--- config.mk ---
export PLATFORM = sky130hd
export DESIGN_NAME = blink_rate_ctrl
export DESIGN_NICKNAME = d
export VERILOG_FILES = /design/src/rtl/blink_rate_ctrl.sv
export SDC_FILE = /design/constraint.sdc
export NUM_CORES = 1
export LEC_CHECK = 0
export BUFFER_PORTS_ARGS = -buffer_cell sky130_fd_sc_hd__buf_2
export CAP_MARGIN = 0
export CORE_MARGIN = 4
export CORE_UTILIZATION = 51
export CTS_BUF_LIST = sky130_fd_sc_hd__clkbuf_16
export CTS_CLUSTER_SIZE = 24
export DETAILED_ROUTE_END_ITERATION = 10
export PLACE_DENSITY = 0.75
export SETUP_SLACK_MARGIN = 0.3
export SKIP_LAST_GASP = 1
export SLEW_MARGIN = 20
export SYNTH_ARGS = -nofsm -noshare
export SYNTH_HDL_FRONTEND = slang
export SYNTH_SLANG_ARGS = --single-unit
--- constraint.sdc ---
create_clock -name CLOCK -period 2.7 [get_ports CLOCK]
set_input_delay 0.405 -clock CLOCK [delete_from_list [all_inputs] [get_ports CLOCK]]
set_output_delay 0.405 -clock CLOCK [all_outputs]
set_load 0.02 [all_outputs]
--- src/rtl/blink_rate_ctrl.sv ---
// Button-stepped blink-rate selector: debounced press cycles four rates, prescaler emits a one-cycle TICK.
// Optional macro BLINK_HOLD_EN adds a HOLD input that freezes the prescaler.
module blink_rate_ctrl #(
   parameter int DIV_BASE        = 50_000_000,
   parameter int DEBOUNCE_CYCLES = 1_000_000,
   parameter int CNT_W           = $clog2(DIV_BASE)
) (
   input  logic       CLOCK,
   input  logic       RESET,
   input  logic       BTN,
`ifdef BLINK_HOLD_EN
   input  logic       HOLD,
`endif
   output logic       TICK,
   output logic [1:0] RATE_SEL,
   output logic [3:0] RATE_LED
);

   localparam int DB_W = (DEBOUNCE_CYCLES > 1) ? $clog2(DEBOUNCE_CYCLES) : 1;
   localparam logic [DB_W-1:0] DB_LAST = DB_W'(DEBOUNCE_CYCLES - 1);

   typedef enum logic [1:0] {R0 = 2'd0, R1 = 2'd1, R2 = 2'd2, R3 = 2'd3} rate_t;

   logic            s1, s2;
   logic            stable, stable_d;
   logic [DB_W-1:0] db_cnt;
   logic            press;
   rate_t           state_q, state_d;
   logic [3:0]      led_q, led_d;
   logic [CNT_W-1:0] cnt, cnt_last;
   logic            tick_q;
   logic            hold_i;

`ifdef BLINK_HOLD_EN
   assign hold_i = HOLD;
`else
   assign hold_i = 1'b0;
`endif

   always_ff @(posedge CLOCK) begin
      if (RESET) begin
         s1 <= 1'b0;
         s2 <= 1'b0;
      end else begin
         s1 <= BTN;
         s2 <= s1;
      end
   end

   // Any mismatch that ends before the counter saturates is simply forgotten.
   always_ff @(posedge CLOCK) begin
      if (RESET) begin
         stable   <= 1'b0;
         stable_d <= 1'b0;
         db_cnt   <= '0;
      end else begin
         stable_d <= stable;
         if (s2 == stable) begin
            db_cnt <= '0;
         end else if (db_cnt == DB_LAST) begin
            stable <= s2;
            db_cnt <= '0;
         end else begin
            db_cnt <= db_cnt + DB_W'(1);
         end
      end
   end

   assign press = stable & ~stable_d;

   always_comb begin
      state_d = state_q;
      led_d   = 4'b0001;
      if (press) begin
         case (state_q)
            R0:      state_d = R1;
            R1:      state_d = R2;
            R2:      state_d = R3;
            default: state_d = R0;
         endcase
      end
      case (state_d)
         R0:      led_d = 4'b0001;
         R1:      led_d = 4'b0010;
         R2:      led_d = 4'b0100;
         default: led_d = 4'b1000;
      endcase
   end

   always_ff @(posedge CLOCK) begin
      if (RESET) begin
         state_q <= R0;
         led_q   <= 4'b0001;
      end else begin
         state_q <= state_d;
         led_q   <= led_d;
      end
   end

   always_comb begin
      cnt_last = CNT_W'(DIV_BASE - 1);
      case (state_q)
         R0:      cnt_last = CNT_W'(DIV_BASE - 1);
         R1:      cnt_last = CNT_W'((DIV_BASE >> 1) - 1);
         R2:      cnt_last = CNT_W'((DIV_BASE >> 2) - 1);
         default: cnt_last = CNT_W'((DIV_BASE >> 3) - 1);
      endcase
   end

   // TICK is a strobe, not a handshake: high for exactly one cycle per period, no back-pressure.
   // A rate change restarts the period and swallows a coincident terminal count.
   always_ff @(posedge CLOCK) begin
      if (RESET) begin
         cnt    <= '0;
         tick_q <= 1'b0;
      end else if (press) begin
         cnt    <= '0;
         tick_q <= 1'b0;
      end else if (hold_i) begin
         tick_q <= 1'b0;
      end else if (cnt == cnt_last) begin
         cnt    <= '0;
         tick_q <= 1'b1;
      end else begin
         cnt    <= cnt + CNT_W'(1);
         tick_q <= 1'b0;
      end
   end

   assign TICK     = tick_q;
   assign RATE_SEL = state_q;
   assign RATE_LED = led_q;

endmodule

# Word-level counts from Yosys, hierarchy flattened
# Index checks and enable logic that the tools add are counted.
# word_totals
ramBits	0
out_inout_bits	7
inputBits	3
n_memories	0
reg_bits	57
latch_bits	0
mem_bits_ro	0
# op_classes
shifts	0
n_reduce_logical	6
addsub	2
muxes	5
n_eq_ne	7
multipliers	0
n_lt_le_gt_ge	0
bitwise	3
n_div	0
# op_table
op	n
26-bit case mux with 3 select lines	1
26-bit by 1-bit adder with 26-bit output, second input constant	1
26-bit == test	1
20-bit by 1-bit adder with 20-bit output, second input constant	1
20-bit == test, second input constant	1
4-bit case mux with 3 select lines	1
2-bit case mux with 3 select lines	1
3-bit OR reduction	2
2-bit by 1-bit == test with 1-bit output, second input constant	2
2-bit == test, second input constant	2
2-bit logical NOT	2
2-bit two-way mux	1
1-bit inverter	2
2-bit AND reduction	1
2-bit OR reduction	1
1-bit bitwise AND	1
1-bit == test	1
1-bit two-way mux	1

# Longest topological paths before layout
# depth
depth_word	5
mapped_depth	9
depth_no_buf	7

# Worst setup path before layout
# No wires, ideal clock.
# synth_timing
kind	flip-flop to flip-flop
from	register state_q[0] (netlist: RATE_SEL[0])
to	register cnt[16]
setup_slack_ns	0.230
arrival_time_ns	2.340
stages_incl_launch_ff	9
t_required_ns	2.569
setup_time_ns	0.131
path_buffers	2
path_cell_list	dfxtp_1 -> inv_1 -> ha_1 -> or4b_2 -> a221oi_1 -> and3_1 -> buf_6 -> buf_8 -> nor3_1
# synth_between
elab_chain_cells	4
# synth_rtl
item	line	text
from (decl)	28	rate_t state_q, state_d;
from (signal assigned)	95	state_q <= state_d;
2-bit == test (tied with other cells)	102	case (state_q)
26-bit case mux with 3 select lines (*)	102	
26-bit == test (*)	121	end else if (cnt == cnt_last) begin
3-bit OR reduction (no line) (*)	n/a	
to (signal assigned)	125	cnt <= cnt + CNT_W'(1);
to (decl)	30	logic [CNT_W-1:0] cnt, cnt_last;
# Every way passes the cells marked *; elsewhere a longest branch is shown, timed or not.
# A chain may end at the register's enable or synchronous reset.

# Worst setup path after layout
# layout_timing
from	register state_q[0] (netlist: RATE_SEL[0])
to	register cnt[14]
# The elaborated chain is that of the path after synthesis.

==> impl_metrics.tcl <==
set metrics [dict create \
    setup_tns_ps 0 \
    numCtsBuffers 9 \
    async_flop_share_pct 0 \
    final_common_cell "dfxtp_1" \
    slew_headroom_pct 49.29 \
    cp.required_ps 2900 \
    reg2reg_depth 7 \
    status "finished clean" \
    syn_to_final_growth_pct 16.99 \
    ant_nets 0 \
    hold-path-endpoint "s1$_SDFF_PP0_" \
    synthDistinctLibCells 40 \
    final_cell_mix "55 x dfxtp_1, 41 x nor2_1, 29 x xor2_1" \
    core_area_um2 5107 \
    ir_drop_v 0.0005211 \
    die-height_um 80.39 \
    yosysWarnings 0 \
    final_area_um2 3127 \
    drc 0 \
    num_vias 2071 \
    crit_path_end_kind "flop" \
    grt_usage_pct 18.40 \
    gp_congestion 0.8335 \
    synth_top_family_by_area "simple AND/OR/NAND/NOR gates" \
    synth_nets 310 \
    cts.sinks 57 \
    critPathLaunchType "flop" \
    ioPinCount 10 \
    rr_startpoint "RATE_SEL[0]$_SDFF_PP0_" \
    antenna_found_initial 0 \
    tightest_slew_ps 754.8 \
    holdPathStages 2 \
    finalWorstPathRequiredPeriod_ps 2342 \
    synthMuxAreaShare_pct 0.7491 \
    yosysSeqAreaShare_pct 42.70 \
    multi_input_area_um2 1438 \
    critPathMaxStageDelay_ps 630 \
    place_area_um2 2765 \
    clockBufferDepth 2 \
    detail_route.iter0.violations 86 \
    crit_family "simple AND/OR/NAND/NOR gates" \
    total_leakage_power_uw 0.001094 \
    period_share_pct 86.74 \
    slew_viol_final 0 \
    grt_max_degree 28 \
    via_per_inst 5.351 \
    synth-compound-area-share_pct 1.779 \
    htreeDepth 3 \
    yosys_register_bits 57 \
    min_path_type "in -> reg" \
    rows 26 \
    r2r-end "cnt[14]$_SDFF_PP0_" \
    synth_xor_area_share_pct 15.73 \
    clock_latency_ps 320 \
    clkTransAtPathRegs_ps 50 \
    first_pass_iters 5 \
    root_buffer "clkbuf_16" \
    place_ws_ps 315.1 \
    syn_area_um2 2673 \
    synth_cells 298 \
    hp-start "BTN" \
    synth_edf_count 0 \
    overflow 0 \
    cp_data_arrival_time_ps 2540 \
    fmax_mhz 427.0 \
    yosys.area_share.adder_pct 4.213 \
    n_fill_cell 452 \
    hold-worst-slack_ps 321.0 \
    synth_ff_type "dfxtp_1" \
    maxCapViolCount 0 \
    drive_gt1_share_pct 12.93 \
    path_max_fanout 8 \
    rrSetupSlack_ps 360 \
    rsz0062_at_grt "false" \
    critical_path_class "reg -> reg" \
    finClkSkew_ps 6.952 \
    grt_pass1_vias 2020 \
    diodes 0 \
    regArea_um2 1146 \
    hpwl_mm 3.336 \
    die_width_um 80.39 \
    grt_pass1_wl_mm 9.004 \
    synth-simple-area-share_pct 30.90 \
    wl_per_cell_um 13.72 \
    nNetsFinal 324 \
    drt-total-wl_mm 5.309 \
    dieArea_um2 6463 \
    setup_ws_ps 358.0 \
    hold_viol 0 \
    syn_area_per_cell_um2 8.968 \
    cp_cell_sequence "inv_1 > ha_1 > or4b_2 > a221oi_2 > and3_4 > buf_4 > nor3_1" \
    post_cts_buffers 0 \
    p_per_area_nw_per_um2 682.1 \
    crit_buf_inv 2 \
    slowest_stage "or4b_2" \
    io_buffers 9 \
    cts_tree "done" \
    initial_core_util_pct 52.33 \
    setup_viol 0 \
]
layout make-up:
class                      instances  share of cell area [%]
clock buffer                       9                   7.203
clock inverter                     7                   3.521
inverter                           7                  0.8403
multi-input combinational        222                   45.98
sequential                        57                   36.65
tap                               70                   2.801
timing repair buffer              15                   3.001
worst max-delay path by stage:
stage                           start            endpoint  slack, ps  cells after the start
6_report       RATE_SEL[0]$_SDFF_PP0_  cnt[14]$_SDFF_PP0_        360                      7
3_3_place_gp   RATE_SEL[1]$_SDFF_PP0_  cnt[18]$_SDFF_PP0_        370                      7
5_1_grt        RATE_SEL[0]$_SDFF_PP0_   cnt[1]$_SDFF_PP0_        270                      7
4_1_cts        RATE_SEL[1]$_SDFF_PP0_  cnt[12]$_SDFF_PP0_        310                      7
2_1_floorplan  RATE_SEL[1]$_SDFF_PP0_  cnt[16]$_SDFF_PP0_        310                      8
3_5_place_dp   RATE_SEL[1]$_SDFF_PP0_  cnt[16]$_SDFF_PP0_        320                      7
layer usage:
metal | track usage (%) | vias to the layer above | wire length [um]
li1 | - | 1046 | -
met1 | 19.94 | 980 | 2223
met2 | 31.71 | 35 | 2763
met3 | 7.175 | 10 | 207
met4 | 7.770 | 0 | 115
met5 | 0 | - | 0
synth_stat cells, types with 4 or more instances:
master    count  area [um2]
dfxtp_1      57        1141
nor2_1       41       153.9
xor2_1       29       254.0
nor3_1       23       115.1
nand3_1      21       105.1
nand2_1      20       75.07
xnor2_1      19       166.4
nand4_1      10       62.56
ha_1          9       112.6
inv_1         7       26.28
and3_1        6       37.54
clkbuf_1      5       18.77
and2_1        4       25.02
nor4_1        4       25.02
metrics by stage:
stage                     cells  total power, uW  util (%)
after floorplan             298            886.4         -
after global placement      370            891.5     54.14
after detailed placement    370            892.4     54.14
after CTS                   386             2163     60.83
after global routing        387             2205     61.22
final                       387             2133     61.22
sequential cells by signal (all words and copies together) (netlist names):
name and flops:
cnt 26, db_cnt 20, RATE_LED 4, RATE_SEL 2
TICK 1, s1 1, s2 1, stable 1
stable_d 1
logic make-up after synthesis:
group,count (synthesis)
compound gates,7
flops,57
xor+xnor,48
simple gates,156
fa+ha+maj,9
buf+inv,19
mux,2
worst register-to-register path: cells and delay by family (launching register included):
family,cells,cell delay (ps)
DFF,1,380
adders and majority gates,1,250
and+or+nand+nor,3,960
buffers and inverters,2,280
AOI/OAI and AO/OA,1,340
timing repair:
| action | 4_1_cts | 5_1_grt |
|---|---|---|
| gates resized for setup | 1 | 7 |
| gates cloned | 0 | 1 |
| setup endpoints to repair | 16 | 16 |
| hold buffers | 0 | 0 |
| endpoints found under the hold margin | 0 | 0 |
| pin swaps | 0 | 0 |
power by group:
group,total (uW),internal [uW],switching [uW]
Clock,1260,890,368
Combinational,22.5,8.19,14.4
Sequential,852,848,4.00
Power figures use the tool's default switching activity.
